File: config.mk
export PLATFORM = sky130hd
export DESIGN_NAME = cla_seq_adder
export DESIGN_NICKNAME = d
export VERILOG_FILES = /design/src/rtl/cla_seq_adder.sv
export SDC_FILE = /design/constraint.sdc
export NUM_CORES = 1
export LEC_CHECK = 0
export ABC_CLOCK_PERIOD_IN_PS = 7500
export CORE_MARGIN = 5
export CORE_UTILIZATION = 24
export CTS_CLUSTER_SIZE = 25
export DETAILED_ROUTE_END_ITERATION = 6
export SYNTH_ARGS = -nofsm -noshare
export SYNTH_HDL_FRONTEND = slang
export SYNTH_SLANG_ARGS = --single-unit
File: constraint.sdc
create_clock -name clk -period 7.5 [get_ports clk]
set_input_delay 0.75 -clock clk [delete_from_list [all_inputs] [get_ports clk]]
set_output_delay 0.75 -clock clk [all_outputs]
set_load 0.01 [all_outputs]
File: src/rtl/cla_seq_adder.sv
// cla_seq_adder: multi-cycle wide adder that reuses one 4-bit carry-lookahead
// slice. Each clock adds one nibble, starting at the least significant nibble.
// The carry between nibbles is held in a register.
// A request is accepted only in IDLE. DONE lasts one cycle, and the registered
// sum/cout outputs are stable during that cycle.
// Optional feature: define CLA_SEQ_OVF_EN to add the signed-overflow output ovf.

// 4-bit carry-lookahead adder slice.
module cla_4b (
  input  logic [3:0] a,
  input  logic [3:0] b,
  input  logic       cin,
  output logic [3:0] s,
  output logic       cout
);

  logic [3:0] g;
  logic [3:0] p;
  logic [3:0] c;

  // Bitwise generate and propagate terms.
  for (genvar gi = 0; gi < 4; gi++) begin : g_gp
    assign g[gi] = a[gi] & b[gi];
    assign p[gi] = a[gi] ^ b[gi];
  end

  // Lookahead carry equations, flattened so that no carry ripples.
  always_comb begin
    c[0] = cin;
    c[1] = g[0] | (p[0] & cin);
    c[2] = g[1] | (p[1] & g[0]) | (p[1] & p[0] & cin);
    c[3] = g[2] | (p[2] & g[1]) | (p[2] & p[1] & g[0]) | (p[2] & p[1] & p[0] & cin);
    cout = g[3] | (p[3] & g[2]) | (p[3] & p[2] & g[1]) | (p[3] & p[2] & p[1] & g[0])
         | (p[3] & p[2] & p[1] & p[0] & cin);
    s    = p ^ c;
  end

endmodule

module cla_seq_adder #(
  parameter int WIDTH = 16
) (
  input  logic             clk,
  input  logic             rst,
  input  logic             start,
  input  logic [WIDTH-1:0] a,
  input  logic [WIDTH-1:0] b,
  input  logic             cin,
  output logic             ready,
  output logic             done,
  output logic [WIDTH-1:0] sum,
`ifdef CLA_SEQ_OVF_EN
  output logic             ovf,
`endif
  output logic             cout
);

  localparam int N     = WIDTH / 4;
  localparam int IDX_W = (N > 1) ? $clog2(N) : 1;

  typedef enum logic [1:0] {
    IDLE = 2'd0,
    RUN  = 2'd1,
    DONE = 2'd2
  } state_t;

  state_t             state_q, state_d;
  logic [IDX_W-1:0]   idx_q, idx_d;
  logic               carry_q, carry_d;
  logic [WIDTH-1:0]   a_q, a_d;
  logic [WIDTH-1:0]   b_q, b_d;
  logic [WIDTH-1:0]   res_q, res_d;
  logic [WIDTH-1:0]   sum_q, sum_d;
  logic               cout_q, cout_d;
`ifdef CLA_SEQ_OVF_EN
  logic               ovf_q, ovf_d;
  logic               c_msb;
`endif

  logic [3:0]         a_nib [N];
  logic [3:0]         b_nib [N];
  logic [3:0]         slice_a;
  logic [3:0]         slice_b;
  logic [3:0]         slice_s;
  logic               slice_cout;
  logic [WIDTH-1:0]   res_upd;
  logic               last;

  // Split the latched operands into nibbles. The current nibble is selected by idx.
  for (genvar gi = 0; gi < N; gi++) begin : g_nib
    assign a_nib[gi] = a_q[4*gi +: 4];
    assign b_nib[gi] = b_q[4*gi +: 4];
    // This is the result register with nibble idx replaced by the slice output.
    assign res_upd[4*gi +: 4] = (idx_q == IDX_W'(gi)) ? slice_s : res_q[4*gi +: 4];
  end

  assign slice_a = a_nib[idx_q];
  assign slice_b = b_nib[idx_q];
  assign last    = (idx_q == IDX_W'(N - 1));

  cla_4b u_slice (
    .a    (slice_a),
    .b    (slice_b),
    .cin  (carry_q),
    .s    (slice_s),
    .cout (slice_cout)
  );

`ifdef CLA_SEQ_OVF_EN
  // Recover the carry into bit 3 of the top nibble: s3 = a3 ^ b3 ^ c3.
  assign c_msb = slice_a[3] ^ slice_b[3] ^ slice_s[3];
`endif

  // Next-state logic and datapath updates for the IDLE -> RUN -> DONE sequence.
  always_comb begin
    state_d = state_q;
    idx_d   = idx_q;
    carry_d = carry_q;
    a_d     = a_q;
    b_d     = b_q;
    res_d   = res_q;
    sum_d   = sum_q;
    cout_d  = cout_q;
`ifdef CLA_SEQ_OVF_EN
    ovf_d   = ovf_q;
`endif
    case (state_q)
      IDLE: begin
        if (start) begin
          a_d     = a;
          b_d     = b;
          carry_d = cin;
          idx_d   = '0;
          res_d   = '0;
          state_d = RUN;
        end
      end
      RUN: begin
        res_d   = res_upd;
        carry_d = slice_cout;
        idx_d   = idx_q + IDX_W'(1);
        if (last) begin
          // The full result, including the top nibble, goes straight to the outputs.
          sum_d   = res_upd;
          cout_d  = slice_cout;
`ifdef CLA_SEQ_OVF_EN
          ovf_d   = c_msb ^ slice_cout;
`endif
          idx_d   = '0;
          state_d = DONE;
        end
      end
      DONE: begin
        state_d = IDLE;
      end
      default: begin
        state_d = IDLE;
      end
    endcase
  end

  // State and datapath registers. Reset discards any operation in flight.
  always_ff @(posedge clk) begin
    if (rst) begin
      state_q <= IDLE;
      idx_q   <= '0;
      carry_q <= 1'b0;
      a_q     <= '0;
      b_q     <= '0;
      res_q   <= '0;
      sum_q   <= '0;
      cout_q  <= 1'b0;
`ifdef CLA_SEQ_OVF_EN
      ovf_q   <= 1'b0;
`endif
    end else begin
      state_q <= state_d;
      idx_q   <= idx_d;
      carry_q <= carry_d;
      a_q     <= a_d;
      b_q     <= b_d;
      res_q   <= res_d;
      sum_q   <= sum_d;
      cout_q  <= cout_d;
`ifdef CLA_SEQ_OVF_EN
      ovf_q   <= ovf_d;
`endif
    end
  end

  // All outputs are decoded from registers only.
  assign ready = (state_q == IDLE);
  assign done  = (state_q == DONE);
  assign sum   = sum_q;
  assign cout  = cout_q;
`ifdef CLA_SEQ_OVF_EN
  assign ovf   = ovf_q;
`endif

endmodule

== Yosys cells after proc, flatten, opt, wreduce, memory -nomap -nowiden ==
Index checks and enable logic that the tools add are counted.

* $add $sub $neg: 1
* Magnitude comparators: 1
* Equal/unequal tests: 7
* Mux-type cells: 20
* Bitwise gates (word level): 36
* Reduce and logical (&&, ||, !) cells: 7

{| class="wikitable"
|+ Operator list
! cell !! count
|-
| $mux W4 || 8
|-
| $pmux W16 S2 || 1
|-
| $and A1 B1 Y1 || 20
|-
| $bmux W4 S2 || 2
|-
| $mux W16 || 1
|-
| $or A1 B1 Y1 || 10
|-
| $mux W2 || 4
|-
| $pmux W2 S2 || 2
|-
| $reduce_and A2 Y1 || 4
|-
| $eq A2 B2 Y1 const B || 3
|-
| $eq A2 B1 Y1 const B || 2
|-
| $logic_not A2 Y1 || 2
|-
| $ne A2 B2 Y1 const B || 2
|-
| $xor A1 B1 Y1 || 4
|-
| $xor A4 B4 Y4 || 1
|-
| $ge A3 B3 Y1 const B || 1
|-
| $not A2 Y3 || 1
|-
| $add A2 B1 Y2 const B || 1
|-
| $pmux W1 S2 || 1
|-
| $reduce_bool A2 Y1 || 1
|-
| $mux W1 || 1
|}

* Bits in registers: 70
* Input port bits: 36
* Output and inout port bits: 19
* Word-level logic and storage cells: 80

== Depth between registers and ports, before layout ==
Gate-level depths: netlist of run 1.

* Depth after elaboration: 12
* Depth in mapped cells: 7
* Mapped depth without buffers: 6

== Cells and area by module ==
From an unflattened synthesis of run 1, not the netlist that was laid out.

* Cells, all modules: 330
* Area, all modules: 2,971.6 sq um

{| class="wikitable"
|+ By module, submodules not included
! module !! instances !! cells each !! area an instance (sq um) !! sequential area each (sq um)
|-
| cla_seq_adder || 1 || 313 || 2,824.0 || 1,321.3
|-
| cla_4b || 1 || 17 || 147.6 || 0.0
|}

== Least setup slack after synthesis of run 1 ==
OpenSTA, ideal clock, no wires.

* Path type: register to register
* Start point: register idx_q[0]
* End point: register sum_q[11], in the netlist sum[11]
* Setup time: 0.128 ns
* Arrival time: 2.384 ns
* Data required time: 7.372 ns
* Setup slack: 4.988 ns
* Stages on the path, launching flop included: 8
* Buffers on the path: 1
* Clock period less this slack: 2.512 ns
* Cell sequence: dfxtp_1 buf_2 mux4_2 ha_1 a211o_1 a211o_1 a311oi_1 nor3_1

* Word-level cells in the longest chain between the ends: 11
* Elaborated cells between the ends (all ways): 27
* Classes of those cells: 2 x eq/ne; 7 x mux; 17 x bitwise; 1 x reduce/logical

{| class="wikitable"
|+ RTL lines
! item !! line !! RTL
|-
| start: declaration || 68 || <nowiki>logic [IDX_W-1:0] idx_q, idx_d;</nowiki>
|-
| start signal: assignment || 178 || <nowiki>idx_q <= idx_d;</nowiki>
|-
| $not A2 Y3 (not written as such) || 97, 98 ||
|-
| $bmux W4 S2, on equally long branches || 97, 98 ||
|-
| $mux W4, on equally long branches (2 in a row) || 97, 98 ||
|-
| $xor A1 B1 Y1 or $and A1 B1 Y1 (tied branches) || 24, 23 ||
|-
| $and A1 B1 Y1 || 32 || <nowiki>c[3] = g[2] | (p[2] & g[1]) | (p[2] & p[1] & g[0]) | (p[2] & p[1] & p[0] & cin);</nowiki>
|-
| $or A1 B1 Y1 or $and A1 B1 Y1 (tied branches) (2 in a row) || 32 ||
|-
| $or A1 B1 Y1 || 32 ||
|-
| $xor A4 B4 Y4 || 35 || <nowiki>s = p ^ c;</nowiki>
|-
| $mux W4 || 94 || <nowiki>assign res_upd[4*gi +: 4] = (idx_q == IDX_W'(gi)) ? slice_s : res_q[4*gi +: 4];</nowiki>
|-
| end signal: assignment || 183 || <nowiki>sum_q <= sum_d;</nowiki>
|-
| end: declaration || 73 || <nowiki>logic [WIDTH-1:0] sum_q, sum_d;</nowiki>
|}

Parallel ways exist; a longest one is shown, timed or not. The select of a mux whose other input is x is not followed.
A chain may end at the register's enable or synchronous reset.

== Worst setup path in the final report of run 1 ==
Ends and elaborated chain as after synthesis.

==> results.txt, run 1 <==
55 I/O pins were placed. The critical path is of the register to register type. The nature of the critical path startpoint is a register. The via count of the first global-routing pass came out at 2427.

The number of standard cells after synthesis came out at 331. Across the VDD grid, the largest voltage drop is 0.0000928 V. The share of the yosys chip area belonging to registers is 0.446. The footprint of the multi-input gates is 0.00148 sq mm. The buffer depth of the longest clock path came out at 2. The remaining global-route overflow came out at 0. The synthesized cell area came out at 0.00296 sq mm. The hold violation count in the final report came out at 0. The count of antenna diodes in the layout is 0. In this run, CTS created clock tree buffers numbering 9. The number of design rule violations left after detail routing came out at 0. The net count after synthesis came out at 376. The period utilization came out at 0.378.

The largest driver fanout on the critical path is 11. The count of nets left with antenna violations once routing finished came out at 0. Once layout is done, the placed cells without fillers occupy 0.00384 sq mm. The total track usage came out at 0.102. The number of search-and-repair iterations in the first detailed-routing pass came out at 4. In this run the number of H-tree levels came out at 3. The number of cell instances on the worst register-to-register path is 6.

The area share of the largest cell type after synthesis came out at 0.446. The final weighted congestion in routability-driven placement is 0.812. The hold-fix buffer count after cts came out at 0. In this run the standard cell core region covers 0.0121 sq mm. The final setup violation count came out at 0. For this block, the initial DRC count from the detailed router was 154. The die extent in x is 121 um.

On the final layout, the worst clock skew is 0.00935 ns. The first global-routing pass estimated 12.0 mm of wire. Dividing total power by cell area gives a power density of 227 mW/mm^2. The tightest slew margin relative to the limit came out at 0.229. Setup repair after global routing left no endpoint under its margin.

The number of nets in the layout is 416. Summed over all cells, the static leakage comes to 1.38 nW. In this run, post-CTS repair resized a total of 0 instances. The register clock-pin slew on the reported worst setup and hold paths is 0.06 ns.

The effective utilization at floorplan came out at 0.246. The number of pins with negative max-slew slack in the final report is 0. The required time reported for the critical path endpoint is 7.66 ns.

The library cells used most frequently in the layout, excluding fill and tap cells, are 78 x nand2_1, 66 x dfxtp_1, 53 x clkdlybuf4s50_1, 41 x a21oi_1, 19 x nor2_1. The share of cells above drive strength 1 came out at 0.0851. The later-pin clock latency in the skew report is 0.33 ns. The total number of vias is 2400. The yosys synthesis warning count is 0.

Compared with the post-synthesis result, the final layout area differs by 29.7%. The total negative setup slack is 0 ns. The run finished with clean final reports. The fmax is 353 MHz. The placed instances occupy a cell area of 0.00355 sq mm. Yosys attributes the largest share of cell area to dfxtp_1 45%, nand2_1 9.9%, a21oi_1 6.9%. The row count came out at 40.

The die covers 0.0147 sq mm. The number of antenna violations at the first check in global routing came to 0. The vias per cell is 4.41. Leaving out fill and tap cells, the most frequent cell in the layout is nand2_1.

The largest net degree at the start of global routing came out at 70. The number of clock sinks seen by CTS is 66. The number of buffers added on ports came out at 54. The max-capacitance violation count is 0. The number of flip-flops and latches in the synthesized netlist is 66. The y dimension of the die came out at 121 um. The routed length per placed instance came out at 13.4 um. The time the worst path needs with I/O delays and setup is 2.83 ns.

The library cell used as clock root buffer is clkbuf_16. The synthesized area per cell is 8.95 sq um. The type of element capturing the critical path is a register. For the worst setup path, the data arrival time is 3.00 ns. At the pin with the least slew margin, the transition time is 1.16 ns.

The number of distinct library cells after synthesis is 41. The routed design has 7.28 mm of wire. The worst hold path belongs to the class register to register. The hold-critical path depth is 2. Summed over all nets, the half-perimeter wirelength after detailed placement is 5.21 mm. The buffers inserted during post-CTS setup optimization came out at 0. The sequential cell area in the final layout came out at 0.00132 sq mm. dfxtp_1 takes more of the synthesized area than any other cell. After filler insertion, the fill cell instance count of the layout stands at 1259. The CTS tree is done.
-- critical path: stages, from the launching register on --
cell      delay [ns]
dfxtp_1         0.72
mux4_2          0.62
ha_1            0.33
a211o_1         0.32
a211o_1         0.31
a311oi_1        0.29
nor3_1          0.08
-- cell families after synthesis --
| family | count (synthesis) | synth area share |
|---|---|---|
| DFF | 66 | 0.446 |
| buffers and inverters | 28 | 0.0558 |
| adders and majority gates | 9 | 0.0406 |
| AOI/OAI and AO/OA | 79 | 0.169 |
| and+or+nand+nor | 136 | 0.211 |
| xor gates and xnor gates | 1 | 0.00296 |
| muxes | 12 | 0.0744 |
-- where the power goes --
| group | total (mW) | switching, mW | internal (mW) |
|---|---|---|---|
| Clock | 0.397 | 0.161 | 0.236 |
| Sequential | 0.374 | 0.00987 | 0.364 |
| Combinational | 0.0998 | 0.0543 | 0.0455 |
| Total | 0.870 | 0.225 | 0.646 |
-- synthesized netlist by cell type, drive strengths merged --
cell	instances
buf	14
inv	3
o21ba	1
nor3	6
ha	8
o211ai	3
a211oi	4
nand3b	12
a32oi	3
nand2b	5
a21oi	41
nor2b	6
and2b	3
mux2i	4
o21a	1
o21ai	11
a221oi	2
dlygate4sd1	1
a311oi	6
nand2	79
xnor2	1
nor2	19
a22oi	3
dfxtp	66
clkbuf	10
mux4	8
or2	1
and3	2
nand3	1
a211o	3
fa	1
a21o	1
and2	2
-- area by class of cell --
type                       instances  area share
multi-input combinational        237       0.384
tap                              168      0.0547
timing repair buffer              54       0.139
clock buffer                      10      0.0622
clock inverter                     6      0.0127
sequential                        66       0.344
inverter                           3     0.00293
-- layer usage --
metal  vias to the layer above  GRT usage  part of all wire
met4                         0     0.0354            0.0098
met1                      1109      0.131              0.47
met2                        63      0.162              0.46
met3                         6     0.0317             0.056
li1                       1222          -                 -
met5                         -          0                 0
-- flip-flops by register name, summed over array words and instances, names as in the netlist --
name     cells
state_q      2
a_q         16
res_q       12
b_q         16
sum         16
idx_q        2
carry_q      1
cout         1
-- final timing paths --
path            start      end  slack (ns)
max          idx_q[0]  sum[11]        4.67
min           sum[12]  sum[12]        0.45
max reg2reg  idx_q[0]  sum[11]        4.67
min reg2reg   sum[12]  sum[12]        0.45
-- metrics by stage --
stage,util,std cells,hold slack [ns],setup WS (ns),total power [mW]
2_1_floorplan,-,331,0.433,4.99,0.446
3_3_place_gp,0.295,528,0.441,4.68,0.479
3_5_place_dp,0.295,528,0.447,4.63,0.482
4_1_cts,0.318,544,0.453,4.61,0.878
5_1_grt,0.318,544,0.467,4.48,0.905
6_report,0.318,544,0.455,4.67,0.870
(Power assumes the default switching activity.)
==> inputs of run 2 (changes only) <==
- ABC_CLOCK_PERIOD_IN_PS: 7500 -> 2600
- clock period: 7.5 -> 2.6 ns (I/O delays scaled with it)
==> run 2 against run 1 <==
Against the previous run:
- routed wire length is 1.6% higher
- die area stayed put
- first-iteration DRC count is 7.1% higher
- clock-buffer cell count is 3 higher
- clock skew is 0.0017 ns lower
- sequential share of layout area is 0.52 points lower
- final cell count is 1.3% higher
- global-route usage is 0.33 points higher
- setup slack worse by 4.6 ns
- register-to-register slack worse by 4.6 ns
- largest power group unchanged
==> results.txt, run 2 (synthesis results as in run 1) <==
Using the TritonRoute via totals, the vias-per-cell ratio works out to 4.44. After the first detailed-routing iteration, the DRC count stood at 165. The clock arrives with 0.00765 ns of skew. Final hold analysis gives a worst-case slack of 0.394 ns. The cell with the most instances on the worst path is a211o_1.

Entering global routing, the biggest net connects 38 pins. The total I/O pin count is 55. The min-delay analysis places its worst path in the category input pin to register.

The combined buffer and inverter count along the critical path came out at 1. After routing the design area is 0.00391 sq mm. The routed length per placed instance came out at 13.4 um. The final standard cell count with taps included and fillers excluded came out at 551.

The number of pins with negative max-slew slack in the final report was 0. The number of setup buffers added after CTS is 0. STA puts the critical path data arrival time at 2.71 ns.

The period utilization came out at 0.970. The hold-fix buffer count after cts is 0. The die extent in x came out at 121 um. The largest driver fanout on the critical path is 9. The register clock-pin slew on the reported worst setup and hold paths came out at 0.05 ns.

Wires add up to 7.39 mm. In this run the tightest slew margin relative to its limit is 0.563. The count of antenna diodes in the layout is 0. The antenna violation net count after detailed routing is 0. The slew at the pin closest to its max-slew limit came out at 0.656 ns. The via count of the first global-routing pass is 2446. The first global-routing pass estimated 12.3 mm of wire.

STA classifies the critical path startpoint as a register. The sum of net half-perimeters after detailed placement came out at 5.42 mm. The post-synthesis to final-layout area growth came out at 31.9%. The quantity of gates resized following cts came out at 0.

The hold violation count in the final report came out at 0. The tree is rooted in a clkbuf_16. The clock passes through at most 2 buffers. The largest individual stage delay along the critical path comes from the cell mux4_2. The number of fill cells is 1272.

The final setup violation count came out at 0. Including well taps, the total number of placed cells is 536. After detailed routing, the number of remaining DRC violations is 0. Leaving out fill and tap cells, the most frequent cell in the layout is nand2_1. The floorplan die area came out at 0.0147 sq mm. The leakage power figure came out at 1.42 nW. The pre-antenna-repair detailed-routing pass consisted of 4 iterations. Buffers inserted during clock tree synthesis total 9. The remaining global-route overflow came out at 0. The flow ran to the end, and the final reports show no timing, DRC or antenna violations. The library cells used most frequently in the layout, excluding fill and tap cells, are 78 x nand2_1, 64 x dfxtp_1, 53 x clkdlybuf4s50_1, 41 x a21oi_1, 19 x nor2_1. The number of clock sinks seen by CTS is 66. The share of cells above drive strength 1 is 0.104.

In this run the standard cell core region covers 0.0121 sq mm. The final weighted congestion in routability-driven placement is 0.822. The initialized floorplan defines 40 standard-cell rows.

The fmax is 396 MHz. The worst setup path is captured at a register. The power density over the cells is 638 mW/mm^2. The setup path with the least slack is of type register to register. The smallest clock period supported by the final layout is computed as 2.52 ns. The later-pin clock latency in the skew report is 0.32 ns. The peak per-stage delay on the critical path came out at 0.54 ns. The placement-stage cell area is 0.00363 sq mm. The dominant delay contributor by cell family on the critical path is compound AO/OA/AOI/OAI gates. The depth of the CTS H-tree is 3. The critical path goes through buf_12, mux4_2, ha_1, a211o_1, a211o_1, a311oi_1, nor3_1. The number of nets in the layout is 424.

TritonCTS built the clock tree. The max-capacitance violation count is 0. Across the VDD grid, the largest voltage drop is 0.000317 V. The total number of vias came out at 2448. The floorplan step set the die height to 121 um. The number of buffers added on ports came out at 54. At the worst endpoint, the required time is 2.79 ns.

The number of antenna violations at the first check in global routing is 0. The initial utilization of the core area, before any placement, comes to 0.246. The total track usage is 0.105.
## run 2: cell count changes in the layout (fill, tap and decap cells not counted), moves of 2 or more
cell,before,now
clkbuf_1,0,2
clkinvlp_4,3,1
dfxtp_2,0,2
inv_6,3,0
buf_4,0,7
dfxtp_1,66,64
## run 2: report_power, final
part	total (mW)	leakage [nW]	internal [mW]	switching [mW]
clock network	1.10	0.132	0.690	0.412
logic	0.313	0.750	0.147	0.166
registers	1.08	0.538	1.05	0.0245
total	2.49	1.42	1.89	0.603
## run 2: per-stage QoR
stage / utilization / worst slack, ns / power [mW] / TNS, ns
floorplan: - / 0.0881 / 1.29 / 0
global placement: 0.301 / 0.134 / 1.40 / 0
detailed placement: 0.301 / 0.0786 / 1.41 / 0
CTS: 0.323 / 0.0564 / 2.51 / 0
global route: 0.324 / -0.00165 / 2.60 / -0.00165
finish: 0.324 / 0.0774 / 2.49 / 0
## run 2: worst reg2reg max path: cells and delay by family (launching register included)
kind | cells | cell delay [ns]
simple gates | 1 | 0.08
mux | 1 | 0.54
flops | 1 | 0.35
compound gates | 3 | 0.96
fa+ha+maj | 1 | 0.35
buf+inv | 1 | 0.13
## run 2: layout make-up
class | count | area, sq um | area share
sequential | 66 | 1320 | 0.339
clock buffer | 13 | 260 | 0.0666
inverter | 3 | 11.3 | 0.00288
multi-input combinational | 237 | 1480 | 0.379
tap | 168 | 210 | 0.0538
clock inverter | 2 | 12.5 | 0.00320
timing repair buffer | 62 | 608 | 0.156
## run 2: worst paths after layout
kind,from,end,slack (ns),cells after the start
setup / recovery,idx_q[0],sum[11],0.08,7
hold / removal,rst,res_q[4],0.39,2
setup reg to reg,idx_q[0],sum[11],0.08,7
hold reg to reg,sum[12],sum[12],0.45,2
## run 2: routing by layer
metal,wire length (um),global-route usage,vias to the layer above
met5,0,0,-
met4,63,0.0340,0
met3,356,0.0350,6
met2,3390,0.163,55
met1,3580,0.138,1147
li1,-,-,1240
==> inputs of run 3 (changes only) <==
==> constraint.sdc (replaced) <==
create_clock -name clk -period 2.6 [get_ports clk]
set_input_delay 0.26 -clock clk [delete_from_list [all_inputs] [get_ports clk]]
set_output_delay 0.26 -clock clk [all_outputs]
set_load 0.1 [all_outputs]
==> run 3 against run 2 <==
Against the previous run:
- clock-buffer cell count fell by 1
- clock skew increased by 0.0014 ns
- critical path depth stayed put
- power rose by 2.2%
- setup slack better by 0.027 ns
- via count rose by 0.41%
- register-to-register slack better by 0.03 ns
==> results.txt, run 3 (synthesis results as in run 1) <==
The flow ran to the end, and the final reports show no timing, DRC or antenna violations. The switching part of the total is 0.255. The library cell used most frequently in the layout, excluding fill and tap cells, is nand2_1. The depth of the CTS H-tree is 3. Leaving out fill and tap cells, the most frequent cells in the layout are 77 x nand2_1, 64 x dfxtp_1, 41 x a21oi_1, 34 x clkdlybuf4s50_1, 26 x buf_4. The fmax is 401 MHz. The most critical setup path has its startpoint at idx_q[0]. Clock-pin slew was measured on the worst setup and hold paths at 0.05 ns. In the final timing run, aggregate negative setup slack is 0 ns. The row count is 40. The slew at the pin closest to its max-slew limit is 0.646 ns. The final weighted congestion in routability-driven placement is 0.829.

The largest net degree at the start of global routing is 37. The count of antenna diodes in the layout is 0. The via count of the first global-routing pass came out at 2447. The worst hold path belongs to the class input pin to register. The later-pin clock latency in the skew report is 0.33 ns.

The number of clock sinks seen by CTS is 66. The CTS tree is done. The filler cells instantiated in the layout total 1260. The hold violation count in the final report came out at 0.

In this run the static leakage power is 1.46 nW. The detail route stage leaves a number of antenna-violating nets equal to 0. The library cell used as clock root buffer is clkbuf_16. The number of design rule violations left after detail routing came out at 0. The total routed wirelength is 7.44 mm. The number of nets in the layout is 424. The routed length per placed instance is 13.5 um. The tightest slew margin relative to the limit came out at 0.569. The critical path ends at sum[7]. The sequential group share of total power came out at 0.423.

The fraction of power consumed by the clock network is 0.447. The critical path is of the register to register type. The y dimension of the die is 121 um. The buffers inserted during post-CTS setup optimization is 0. The maximum vdd ir drop is 0.000319 V.

The power density over the cells came out at 653 mW/mm^2. The hold-fix buffer count after cts came out at 0. The worst endpoint data arrival time is 2.69 ns. For this configuration, the core starts out at a cell density of 0.246. Setup violations remaining at the end of the flow were counted as 0. The period utilization came out at 0.960. The quantity of gates resized following cts came out at 0. The total I/O pin count came out at 55. The die extent in x is 121 um.

Detailed placement finished with a half-perimeter wire length of 5.33 mm. The max-capacitance violation count is 0. Of all nets on the critical path, the largest fanout is 9. The terminus of the critical flop-to-flop path is sum[7]. Of the total power, combinational logic draws 0.130. The floorplan die area is 0.0147 sq mm. The worst register-to-register path has a depth of 7. The worst setup path is captured at a register.

The number of pins with negative max-slew slack in the final report is 0. The number of search-and-repair iterations in the first detailed-routing pass is 6. The first global-routing pass estimated 12.3 mm of wire.

The total number of vias came out at 2458. The area of the core came out at 0.0121 sq mm. The required time reported for the critical path endpoint is 2.80 ns. During placement, the flow inserted port buffers numbering 54. STA classifies the critical path startpoint as a register.

Internal power comes to 1.90 mW. The share of cells above drive strength 1 is 0.169. The vias per cell came out at 4.45. In this run the critical register-to-register path is launched from idx_q[0]. The final standard cell count with taps included and fillers excluded came out at 552. The clock buffer count from CTS is 9.

The time the worst path needs with I/O delays and setup is 2.50 ns. The number of antenna violations at the first check in global routing is 0. The DRC violation total after the first TritonRoute iteration came out at 196. The setup skew after layout came out at 0.00908 ns. Setup repair after global routing left no endpoint under its margin. The remaining global-route overflow is 0. The post-placement cell count is 536. For this run, the total global-route usage over all layers was measured as 0.105. The post-synthesis to final-layout area growth is 31.7%. No sink is reached through more buffers than the 2 on the longest clock path.

The worst reg-to-reg setup slack is 0.10 ns. The reported net switching power is 0.648 mW.
run 3: power groups by stage:
stage               combinational [mW]  clock (mW)  sequential, mW
CTS                              0.323        1.16            1.08
finish                           0.331        1.14            1.08
global route                     0.367        1.20            1.08
detailed placement               0.321           0            1.10
global placement                 0.315           0            1.10
floorplan                        0.208           0            1.09
run 3: area by class of cell:
type                    instances  area, sq um  share of cell area
clock buffers                  12          256              0.0658
inverters                       3         11.3             0.00289
multi-input cells             237         1510               0.388
well taps                     168          210              0.0539
repair buffers                 62          561               0.144
flip-flops and latches         66         1320               0.339
clock inverters                 4         26.3             0.00674
run 3: worst max-delay path, stage by stage (launching register included):
cell and delay (ns):
dfxtp_2 0.35, buf_12 0.14, mux4_2 0.57, ha_4 0.27, a211o_1 0.32, a211o_4 0.36
a311oi_2 0.28, nor3_1 0.08
run 3: per-stage QoR:
step | power [mW] | setup slack [ns] | hold slack [ns] | cell area [sq um] | utilization
detailed placement | 1.42 | 0.0790 | 0.444 | 3580 | 0.297
CTS | 2.55 | 0.0665 | 0.382 | 3860 | 0.320
global route | 2.65 | 0.0113 | 0.437 | 3900 | 0.323
global placement | 1.41 | 0.133 | 0.440 | 3580 | 0.297
finish | 2.55 | 0.105 | 0.398 | 3900 | 0.323
floorplan | 1.30 | 0.0881 | 0.396 | 2960 | -
run 3: worst min path at each step:
stage	startpoint	endpoint	slack (ns)	depth (start not counted)
after floorplan	a[0]	a_q[0]	0.40	2
after global placement	a_q[2]	a_q[2]	0.44	2
after detailed placement	a_q[14]	a_q[14]	0.44	2
after CTS	rst	res_q[4]	0.38	2
after global routing	rst	res_q[8]	0.44	2
final	rst	res_q[0]	0.40	2
run 3: per-layer routing:
metal  GRT usage  up-vias  part of all wire
li1            -     1238                 -
met1       0.136     1155              0.47
met2       0.162       51              0.46
met3      0.0303       14             0.052
met4      0.0475        0             0.016
met5           0        -                 0
